### src/rtl/button_debouncer_pkg.sv
// Shared definitions for the push-button conditioning front end: the
// per-channel FSM state encoding, the default timing constants and the
// counter-sizing helpers.
package button_debouncer_pkg;

    // Defaults correspond to a 100 MHz system clock.
    localparam int unsigned DEF_N_CH            = 32'd4;
    localparam int unsigned DEF_DEBOUNCE_CYCLES = 32'd2000000;   // 20 ms
    localparam int unsigned DEF_HOLD_CYCLES     = 32'd50000000;  // 500 ms
    localparam int unsigned DEF_REPEAT_CYCLES   = 32'd10000000;  // 100 ms

    // One-hot channel state.
    typedef enum logic [4:0] {
        ST_IDLE    = 5'b00001,
        ST_ARM     = 5'b00010,
        ST_PRESS   = 5'b00100,
        ST_HELD    = 5'b01000,
        ST_RELEASE = 5'b10000
    } db_state_t;

    // Bits needed to hold any value 0..max_val (at least one bit).
    function automatic int unsigned cnt_width(input int unsigned max_val);
        if (max_val < 32'd1) begin
            return 32'd1;
        end else begin
            return $clog2(max_val + 32'd1);
        end
    endfunction

    // The debounced level is high in every state between acceptance and
    // the end of the release qualification.
    function automatic logic is_active(input db_state_t st);
        return (st == ST_PRESS) || (st == ST_HELD) || (st == ST_RELEASE);
    endfunction

endpackage

### src/rtl/button_debouncer_channel.sv
// One button channel: two-flop synchroniser, debounce/repeat FSM and its
// counters. All outputs come straight from flops.
module debounce_channel
    import button_debouncer_pkg::*;
#(
    parameter int unsigned DEBOUNCE_CYCLES = DEF_DEBOUNCE_CYCLES,
    parameter int unsigned HOLD_CYCLES     = DEF_HOLD_CYCLES,
    parameter int unsigned REPEAT_CYCLES   = DEF_REPEAT_CYCLES
) (
    input  logic clk,
    input  logic reset,
    input  logic button,
    output logic dpb,
    output logic scen,
    output logic mcen,
    output logic ccen
);

    localparam int unsigned DW = cnt_width(DEBOUNCE_CYCLES);
    localparam int unsigned HW = cnt_width(HOLD_CYCLES);
    localparam int unsigned RW = cnt_width(REPEAT_CYCLES);

    localparam logic [DW-1:0] DEB_MAX  = DW'(DEBOUNCE_CYCLES);
    localparam logic [HW-1:0] HOLD_MAX = HW'(HOLD_CYCLES);
    localparam logic [RW-1:0] PER_MAX  = RW'(REPEAT_CYCLES);

    logic            sync1_r;
    logic            sync2_r;
    db_state_t       state_r;
    db_state_t       state_s;
    logic [DW-1:0]   deb_cnt_r;
    logic [DW-1:0]   deb_cnt_s;
    logic [DW-1:0]   deb_inc_s;
    logic [HW-1:0]   hold_cnt_r;
    logic [HW-1:0]   hold_cnt_s;
    logic [HW-1:0]   hold_step_s;
    logic [RW-1:0]   per_cnt_r;
    logic [RW-1:0]   per_cnt_s;
    logic [RW-1:0]   per_inc_s;
    logic [RW-1:0]   rep_per_s;
    logic            rep_ccen_s;
    logic            rep_mcen_s;
    logic            dpb_r;
    logic            scen_r;
    logic            mcen_r;
    logic            ccen_r;
    logic            dpb_s;
    logic            scen_s;
    logic            mcen_s;
    logic            ccen_s;

    // Debounce counter only ever holds 0..DEBOUNCE_CYCLES-1, so the
    // increment cannot overflow; the same holds for the period counter.
    assign deb_inc_s   = deb_cnt_r + DW'(1'b1);
    assign per_inc_s   = per_cnt_r + RW'(1'b1);
    // Hold counter saturates so MCEN stays enabled for the rest of the hold.
    assign hold_step_s = (hold_cnt_r == HOLD_MAX) ? hold_cnt_r
                                                  : hold_cnt_r + HW'(1'b1);
    // Repeat tick while the button is held: CCEN always, MCEN once saturated.
    assign rep_ccen_s  = (per_inc_s == PER_MAX);
    assign rep_mcen_s  = rep_ccen_s && (hold_step_s == HOLD_MAX);
    assign rep_per_s   = rep_ccen_s ? {RW{1'b0}} : per_inc_s;

    // Bring the asynchronous button level into the clk domain.
    always_ff @(posedge clk) begin
        if (reset) begin
            sync1_r <= 1'b0;
            sync2_r <= 1'b0;
        end else begin
            sync1_r <= button;
            sync2_r <= sync1_r;
        end
    end

    // Next-state, counter and pulse decode for the debounce FSM.
    always_comb begin
        state_s    = state_r;
        deb_cnt_s  = deb_cnt_r;
        hold_cnt_s = hold_cnt_r;
        per_cnt_s  = per_cnt_r;
        scen_s     = 1'b0;
        mcen_s     = 1'b0;
        ccen_s     = 1'b0;
        case (state_r)
            ST_IDLE: begin
                deb_cnt_s = {DW{1'b0}};
                if (sync2_r) begin
                    state_s = ST_ARM;
                end else begin
                    state_s = ST_IDLE;
                end
            end
            ST_ARM: begin
                if (!sync2_r) begin
                    state_s   = ST_IDLE;
                    deb_cnt_s = {DW{1'b0}};
                end else if (deb_inc_s == DEB_MAX) begin
                    // Accepted press: all three enables fire together and
                    // the repeat timers start from zero.
                    state_s    = ST_PRESS;
                    deb_cnt_s  = {DW{1'b0}};
                    hold_cnt_s = {HW{1'b0}};
                    per_cnt_s  = {RW{1'b0}};
                    scen_s     = 1'b1;
                    mcen_s     = 1'b1;
                    ccen_s     = 1'b1;
                end else begin
                    state_s   = ST_ARM;
                    deb_cnt_s = deb_inc_s;
                end
            end
            ST_PRESS: begin
                // Timers already run during the single PRESS cycle.
                state_s    = ST_HELD;
                hold_cnt_s = hold_step_s;
                per_cnt_s  = rep_per_s;
                ccen_s     = rep_ccen_s;
                mcen_s     = rep_mcen_s;
            end
            ST_HELD: begin
                if (!sync2_r) begin
                    state_s   = ST_RELEASE;
                    deb_cnt_s = {DW{1'b0}};
                end else begin
                    state_s    = ST_HELD;
                    hold_cnt_s = hold_step_s;
                    per_cnt_s  = rep_per_s;
                    ccen_s     = rep_ccen_s;
                    mcen_s     = rep_mcen_s;
                end
            end
            ST_RELEASE: begin
                // A bounce back high restarts the qualification in place;
                // it never counts as a new press.
                if (sync2_r) begin
                    state_s   = ST_RELEASE;
                    deb_cnt_s = {DW{1'b0}};
                end else if (deb_inc_s == DEB_MAX) begin
                    state_s   = ST_IDLE;
                    deb_cnt_s = {DW{1'b0}};
                end else begin
                    state_s   = ST_RELEASE;
                    deb_cnt_s = deb_inc_s;
                end
            end
            default: begin
                state_s    = ST_IDLE;
                deb_cnt_s  = {DW{1'b0}};
                hold_cnt_s = {HW{1'b0}};
                per_cnt_s  = {RW{1'b0}};
            end
        endcase
        dpb_s = is_active(state_s);
    end

    // State, counter and output registers.
    always_ff @(posedge clk) begin
        if (reset) begin
            state_r    <= ST_IDLE;
            deb_cnt_r  <= {DW{1'b0}};
            hold_cnt_r <= {HW{1'b0}};
            per_cnt_r  <= {RW{1'b0}};
            dpb_r      <= 1'b0;
            scen_r     <= 1'b0;
            mcen_r     <= 1'b0;
            ccen_r     <= 1'b0;
        end else begin
            state_r    <= state_s;
            deb_cnt_r  <= deb_cnt_s;
            hold_cnt_r <= hold_cnt_s;
            per_cnt_r  <= per_cnt_s;
            dpb_r      <= dpb_s;
            scen_r     <= scen_s;
            mcen_r     <= mcen_s;
            ccen_r     <= ccen_s;
        end
    end

    assign dpb  = dpb_r;
    assign scen = scen_r;
    assign mcen = mcen_r;
    assign ccen = ccen_r;

endmodule

### src/rtl/button_debouncer.sv
// Push-button front end: N_CH independent debounce channels producing a
// debounced level plus single, auto-repeat and continuous enable pulses.
module button_debouncer
    import button_debouncer_pkg::*;
#(
    parameter int unsigned N_CH            = DEF_N_CH,
    parameter int unsigned DEBOUNCE_CYCLES = DEF_DEBOUNCE_CYCLES,
    parameter int unsigned HOLD_CYCLES     = DEF_HOLD_CYCLES,
    parameter int unsigned REPEAT_CYCLES   = DEF_REPEAT_CYCLES
) (
    input  logic            clk,
    input  logic            reset,
    input  logic [N_CH-1:0] buttons,
    output logic [N_CH-1:0] DPBs,
    output logic [N_CH-1:0] SCENs,
    output logic [N_CH-1:0] MCENs,
    output logic [N_CH-1:0] CCENs
);

    for (genvar gi = 0; gi < N_CH; gi++) begin : g_ch
        debounce_channel #(
            .DEBOUNCE_CYCLES (DEBOUNCE_CYCLES),
            .HOLD_CYCLES     (HOLD_CYCLES),
            .REPEAT_CYCLES   (REPEAT_CYCLES)
        ) u_ch (
            .clk    (clk),
            .reset  (reset),
            .button (buttons[gi]),
            .dpb    (DPBs[gi]),
            .scen   (SCENs[gi]),
            .mcen   (MCENs[gi]),
            .ccen   (CCENs[gi])
        );
    end

endmodule

### config.mk
export PLATFORM = sky130hd
export DESIGN_NAME = button_debouncer
export DESIGN_NICKNAME = d
export VERILOG_FILES = /design/src/rtl/button_debouncer_pkg.sv /design/src/rtl/button_debouncer_channel.sv /design/src/rtl/button_debouncer.sv
export SDC_FILE = /design/constraint.sdc
export NUM_CORES = 1
export LEC_CHECK = 0
export ABC_CLOCK_PERIOD_IN_PS = 3100
export CAP_MARGIN = 20
export CORE_ASPECT_RATIO = 0.6
export CORE_MARGIN = 4
export CORE_UTILIZATION = 58
export CTS_BUF_LIST = sky130_fd_sc_hd__clkbuf_4 sky130_fd_sc_hd__clkbuf_8
export CTS_CLUSTER_DIAMETER = 100
export DETAILED_ROUTE_END_ITERATION = 8
export PLACE_DENSITY_LB_ADDON = 0.3
export SYNTH_ARGS = -nofsm -noshare
export SYNTH_HDL_FRONTEND = slang
export SYNTH_SLANG_ARGS = --single-unit
### constraint.sdc
create_clock -name clk -period 3.1 [get_ports clk]
set_input_delay 0.62 -clock clk [delete_from_list [all_inputs] [get_ports clk]]
set_output_delay 0.62 -clock clk [all_outputs]
set_load 0.1 [all_outputs]
==> impl_metrics.yaml, run 1 <==
run_status:
  outcome: "completed"
sta:
  fmaxAchievable_mhz: 326
  hold_violations: 0
  period_minus_slack_ps: 3070
  finalMaxSlewViolations: 0
  skew_ps: 23.8
  setup_viol: 0
  timing.hold.ws_ps: 340
  slew_headroom_pct: 30.5
  tightest_slew_ps: 1040
  min_period_over_period_pct: 99.1
  fin_tns_setup_ps: 0
  rsz0062_at_grt: "yes"
drt:
  detail_route.first_pass.iterations: 6
  wl_per_cell_um: 18.4
  finalWirelength_um: 61500
  drc: 0
  vias_per_cell: 6.66
  final_antenna_net_count: 0
  drt_iter0_drc: 3038
  vias: 22300
grt:
  overflow: 0
  grt_first_pass_wirelength_um: 98400
  grt_pass1_vias: 19600
  antenna_found_initial: 0
  grt_max_degree: 68
  groute.usage.overall_pct: 29.4
logic_synthesis:
  avgSynthCellArea_um2: 7.43
  syn_nets: 2770
  synth_top_area_share_pct: 32.2
  synth_seq_cells: 328
  synth_edf_count: 0
  yosysUniqueCellTypes: 85
  synthTopCellsByArea: "dfxtp_1, nand2_1, o21ai_0"
  synth-main-ff-cell: "dfxtp_1"
  synth_area_um2: 20400
  synth_area_leader_cell: "dfxtp_1"
  async_flop_share_pct: 0
  ys_seq_area_share_pct: 32.2
  synth_warnings: 0
  syn_inst: 2748
finish:
  final_cell_mix: "dfxtp_1, nand2_1, buf_4"
  final_common_cell: "dfxtp_1"
  num-nets-final: 2868
  area_growth_pct: 17.0
  layout.cells.non_filler: 3347
  utilization_pct: 69.8
  diodes: 0
  drive_above_1_share_pct: 17.3
worst_setup_path:
  end_kind: "register"
  rr_worst_depth: 13
  required_ps: 3600
  critPathBufInv: 4
  worst_path_max_delay_cell: "or3b_4"
  slowest_delay_ps: 380
  crit_cells: 13
  crit_family: "compound AO/OA/AOI/OAI gates"
  crit_chain: "ha_4 > nand4_1 > nor4_2 > buf_4 > or3b_4 > a2111oi_4 > buf_4 > nand4_1 > buf_4 > a21oi_4 > buf_12 > o31ai_4 > a32o_2"
  r2r_start: "g_ch[0].u_ch.deb_cnt_r[1]$_SDFFE_PP0P_"
  reg2reg_setup_slack_ps: 30
  crit_path_frequent_cell: "buf_4"
  arrival_ps: 3570
  cp_max_fo: 5
  cp-startpoint: "g_ch[0].u_ch.deb_cnt_r[1]$_SDFFE_PP0P_"
  cp-start-kind: "register"
  reg2reg_to: "g_ch[0].u_ch.hold_cnt_r[0]$_SDFFE_PP0P_"
  criticalPathCategory: "reg -> reg"
clocking:
  clock-root-buffer: "clkbuf_8"
  worstSkewPairLatency_ps: 630
  path_clk_slew_ps: 70
  numCtsBuffers: 52
  hold_buffers: 0
  cts_buffer_depth: 3
  htree_levels: 2
  cts_tree: "done"
  cts_sinks: 328
floorplan:
  dieArea_um2: 38400
  pin_count: 22
  num_rows: 52
  initial_core_util_pct: 59.7
  core_um2: 34200
  die_h_um: 153
  die_w_um: 250
pwr:
  p_comb_share_pct: 5.0
  p_int_mw: 6.58
  p_leak_nw: 7.91
  switchingPower_mw: 2.10
  sw_frac_of_total_pct: 24.2
  power_mw: 8.69
  p_per_area_nw_per_um2: 364
  vdd_drop_max_v: 0.000387
  clock_power_share_pct: 46.2
  p_seq_share_pct: 48.8
placement:
  dp_hpwl_um: 41100
  dp.cells: 3212
  port_buffers: 21
  gp_congestion: 0.970
hold_path:
  min_from: "reset"
  hold_end: "g_ch[3].u_ch.state_r[4]$_SDFF_PP0_"
  hold_depth: 2
  hold_class: "in -> reg"
job:
  max-cap-violations: 0
==> worst max path at each step <==
stage,end,slack (ps)
detailed placement,g_ch[3].u_ch.mcen$_SDFF_PP0_,-270
floorplan,g_ch[2].u_ch.per_cnt_r[16]$_SDFFE_PP0P_,0.6
finish,g_ch[0].u_ch.hold_cnt_r[0]$_SDFFE_PP0P_,30
global route,g_ch[2].u_ch.per_cnt_r[3]$_SDFFE_PP0P_,-120
CTS,g_ch[3].u_ch.mcen$_SDFF_PP0_,-10
global placement,g_ch[3].u_ch.mcen$_SDFF_PP0_,-310
==> cell type report <==
class | count | area (um^2)
Multi-Input combinational cell | 2138 | 13200
Fill cell | 2739 | 10300
Sequential cell | 328 | 6600
Timing Repair Buffer | 265 | 2180
Clock buffer | 83 | 1040
Tap cell | 459 | 574
Inverter | 61 | 230
Clock inverter | 13 | 96.3
==> what timing repair did <==
item                                    in CTS  in global routing
pin swaps                                   10                 35
endpoints found under the setup margin      81                190
setup buffers                               14                 20
gates cloned                                 0                  4
gates resized for setup                     26                104
endpoints found under the hold margin        0                  0
==> cells in the mapped netlist (all sizes together), types with 38 or more instances <==
cell type  instances
nor4              59
or3               54
nand2            289
a31oi             66
o21ai            199
o211ai            38
o31ai             47
dfxtp            328
nor2             206
nor3             128
inv               59
nand3            160
and3              57
xnor2             50
a311oi            56
a21oi            154
buf               42
nand4             99
clkbuf           180
==> logic make-up (layout without fill, tap and decap cells) <==
family | Yosys count | in the layout | synth area share, %
simple gates | 1276 | 1276 | 32.9
compound gates | 735 | 736 | 23.4
flops | 328 | 328 | 32.2
buf+inv | 283 | 422 | 5.65
xor+xnor | 87 | 87 | 3.73
mux | 23 | 23 | 1.15
fa+ha+maj | 16 | 16 | 0.980
==> metrics by stage <==
| step | cell area [um^2] | setup slack, ps |
|---|---|---|
| 5_1_grt | 23900 | -123 |
| 4_1_cts | 23300 | -11.2 |
| 2_1_floorplan | 20500 | 0.551 |
| 3_5_place_dp | 21900 | -272 |
| 3_3_place_gp | 21900 | -311 |
| 6_report | 23900 | 27.9 |
==> state kept, by name, summed over array words and instances, names as in the netlist <==
signal,cells
g_ch.u_ch.sync2_r,4
g_ch.u_ch.state_r,20
g_ch.u_ch.ccen,4
g_ch.u_ch.sync1_r,4
g_ch.u_ch.deb_cnt_r,84
g_ch.u_ch.per_cnt_r,96
g_ch.u_ch.scen,4
g_ch.u_ch.mcen,4
g_ch.u_ch.dpb,4
g_ch.u_ch.hold_cnt_r,104
==> power groups by stage <==
stage	Sequential, mW	Combinational [mW]	Clock, mW
floorplan	4.33	0.237	0
global placement	4.33	0.346	0
detailed placement	4.33	0.356	0
CTS	4.24	0.379	4.07
global route	4.24	0.462	4.28
finish	4.24	0.433	4.01
==> routing by layer <==
| metal | part of all wire, % | vias up | GRT usage [%] |
|---|---|---|---|
| li1 | - | 10500 | - |
| met1 | 45 | 10400 | 45.3 |
| met2 | 42 | 1272 | 42.5 |
| met3 | 11 | 138 | 5.26 |
| met4 | 1.8 | 0 | 6.41 |
| met5 | 0 | - | 0 |
==> worst reg2reg max path, stage by stage, from the launching register on <==
cell and delay, ps:
dfxtp_4 360, ha_4 170, nand4_1 150, nor4_2 70, buf_4 140, or3b_4 380, a2111oi_4 380, buf_4 180
nand4_1 120, buf_4 190, a21oi_4 280, buf_12 190, o31ai_4 80, a32o_2 270
Power figures use the tool's default switching activity.
==> run 2, diff against run 1 <==
CORE_MARGIN = unset   (was 4)
==> impl_metrics.yaml, run 2 (same netlist as run 1, synthesis figures left out) <==
finish:
  final_cell_mix: "dfxtp_1, nand2_1, buf_4"
  num-nets-final: 2884
  reg_top3: "g_ch.u_ch.hold_cnt_r (104), g_ch.u_ch.per_cnt_r (96), g_ch.u_ch.deb_cnt_r (84)"
  drive_above_1_share_pct: 17.0
  area_growth_pct: 17.0
  nFillCells: 2759
  diodes: 0
  top_register: "g_ch.u_ch.hold_cnt_r"
  largest_reg_flops: 104
  final_common_cell: "dfxtp_1"
placement:
  gp_congestion: 1.02
  port_buffers: 21
  dp_hpwl_um: 41300
floorplan:
  pin_count: 22
  num_rows: 52
  die_h_um: 147
  core_um2: 34200
  dieArea_um2: 36000
  initial_core_util_pct: 59.8
  die_w_um: 244
pwr:
  p_per_area_nw_per_um2: 363
  p_leak_nw: 7.94
  vdd_drop_max_v: 0.000322
sta:
  tightest_slew_ps: 852
  finalMaxSlewViolations: 0
  setup_viol: 0
  slew_headroom_pct: 43.2
  period_minus_slack_ps: 3090
  fin_tns_setup_ps: 0
  min_period_over_period_pct: 99.6
  fmaxAchievable_mhz: 324
  skew_ps: 36.6
  timing.hold.ws_ps: 410
  hold_violations: 0
  rsz0062_at_grt: "yes"
drt:
  final_antenna_net_count: 0
  finalWirelength_um: 61100
  drt_iter0_drc: 2730
  vias: 22500
  vias_per_cell: 6.70
  drc: 0
  wl_per_cell_um: 18.2
  detail_route.first_pass.iterations: 8
clocking:
  cts_tree: "done"
  worstSkewPairLatency_ps: 620
  path_clk_slew_ps: 70
  numCtsBuffers: 50
  cts_buffer_depth: 3
  htree_levels: 2
  hold_buffers: 0
  cts_sinks: 328
  clock-root-buffer: "clkbuf_8"
worst_setup_path:
  required_ps: 3570
  cp_max_fo: 7
  cp-start-kind: "register"
  arrival_ps: 3560
  end_kind: "register"
  criticalPathCategory: "reg -> reg"
grt:
  overflow: 0
  antenna_found_initial: 0
  grt_pass1_vias: 20300
  groute.usage.overall_pct: 32.4
  grt_max_degree: 75
  grt_first_pass_wirelength_um: 99400
hold_path:
  hold_class: "in -> reg"
job:
  max-cap-violations: 0
run_status:
  outcome: "completed"
## run 2: path summary, 6_finish.rpt
check,start,to,slack (ps),depth (start not counted)
max,g_ch[2].u_ch.deb_cnt_r[1]$_SDFFE_PP0P_,g_ch[2].u_ch.deb_cnt_r[17]$_SDFFE_PP0P_,10,12
max reg2reg,g_ch[2].u_ch.deb_cnt_r[1]$_SDFFE_PP0P_,g_ch[2].u_ch.deb_cnt_r[17]$_SDFFE_PP0P_,10,12
min,reset,g_ch[3].u_ch.state_r[2]$_SDFF_PP0_,410,2
min reg2reg,g_ch[0].u_ch.sync1_r$_SDFF_PP0_,g_ch[0].u_ch.sync2_r$_SDFF_PP0_,440,1
## run 2: area by class of cell
type	count	area [um^2]	share of cell area (%)
Clock buffer	76	958	4.01
Clock inverter	13	145	0.608
Inverter	61	230	0.964
Multi-Input combinational cell	2138	13100	55.0
Sequential cell	328	6590	27.6
Tap cell	459	574	2.40
Timing Repair Buffer	283	2260	9.48
## run 2: metrics by stage
stage	worst slack [ps]	area [um^2]	instances	total power [mW]	util, %
2_1_floorplan	0.551	20500	2748	4.56	-
5_1_grt	-111	23900	3358	8.94	69.9
3_5_place_dp	-225	22200	3244	4.69	65.0
4_1_cts	-34.1	23400	3335	8.68	68.5
6_report	11.7	23900	3358	8.67	69.9
3_3_place_gp	-119	22200	3244	4.68	65.0
## run 2: report_power, final
part	total, mW	switching [mW]	internal, mW
Clock	4.04	1.82	2.22
Combinational	0.386	0.264	0.121
Sequential	4.24	0.0135	4.23
## run 2: repair_timing
| item | 4_1_cts | 5_1_grt |
|---|---|---|
| pin swaps | 3 | 25 |
| gates cloned | 0 | 1 |
| buffers inserted | 2 | 20 |
| resized for setup | 17 | 97 |
| endpoints found under the setup margin | 42 | 148 |
## run 2: routing by layer
layer	global-route usage, %	wire length (um)	vias up
met5	0	0	-
met4	8.09	1060	0
met3	5.96	6330	117
met2	48.5	26100	1221
met1	47.8	27600	10600
li1	-	-	10500
## run 2: critical path, cell delays in order (launching register included)
cell	delay [ps]
dfxtp_4	360
ha_4	150
nand4_4	100
or4_4	430
or4_4	530
a2111o_1	440
buf_4	160
o211ai_1	140
buf_4	180
buf_12	120
a41oi_1	40
o21ai_1	200
o41ai_2	100
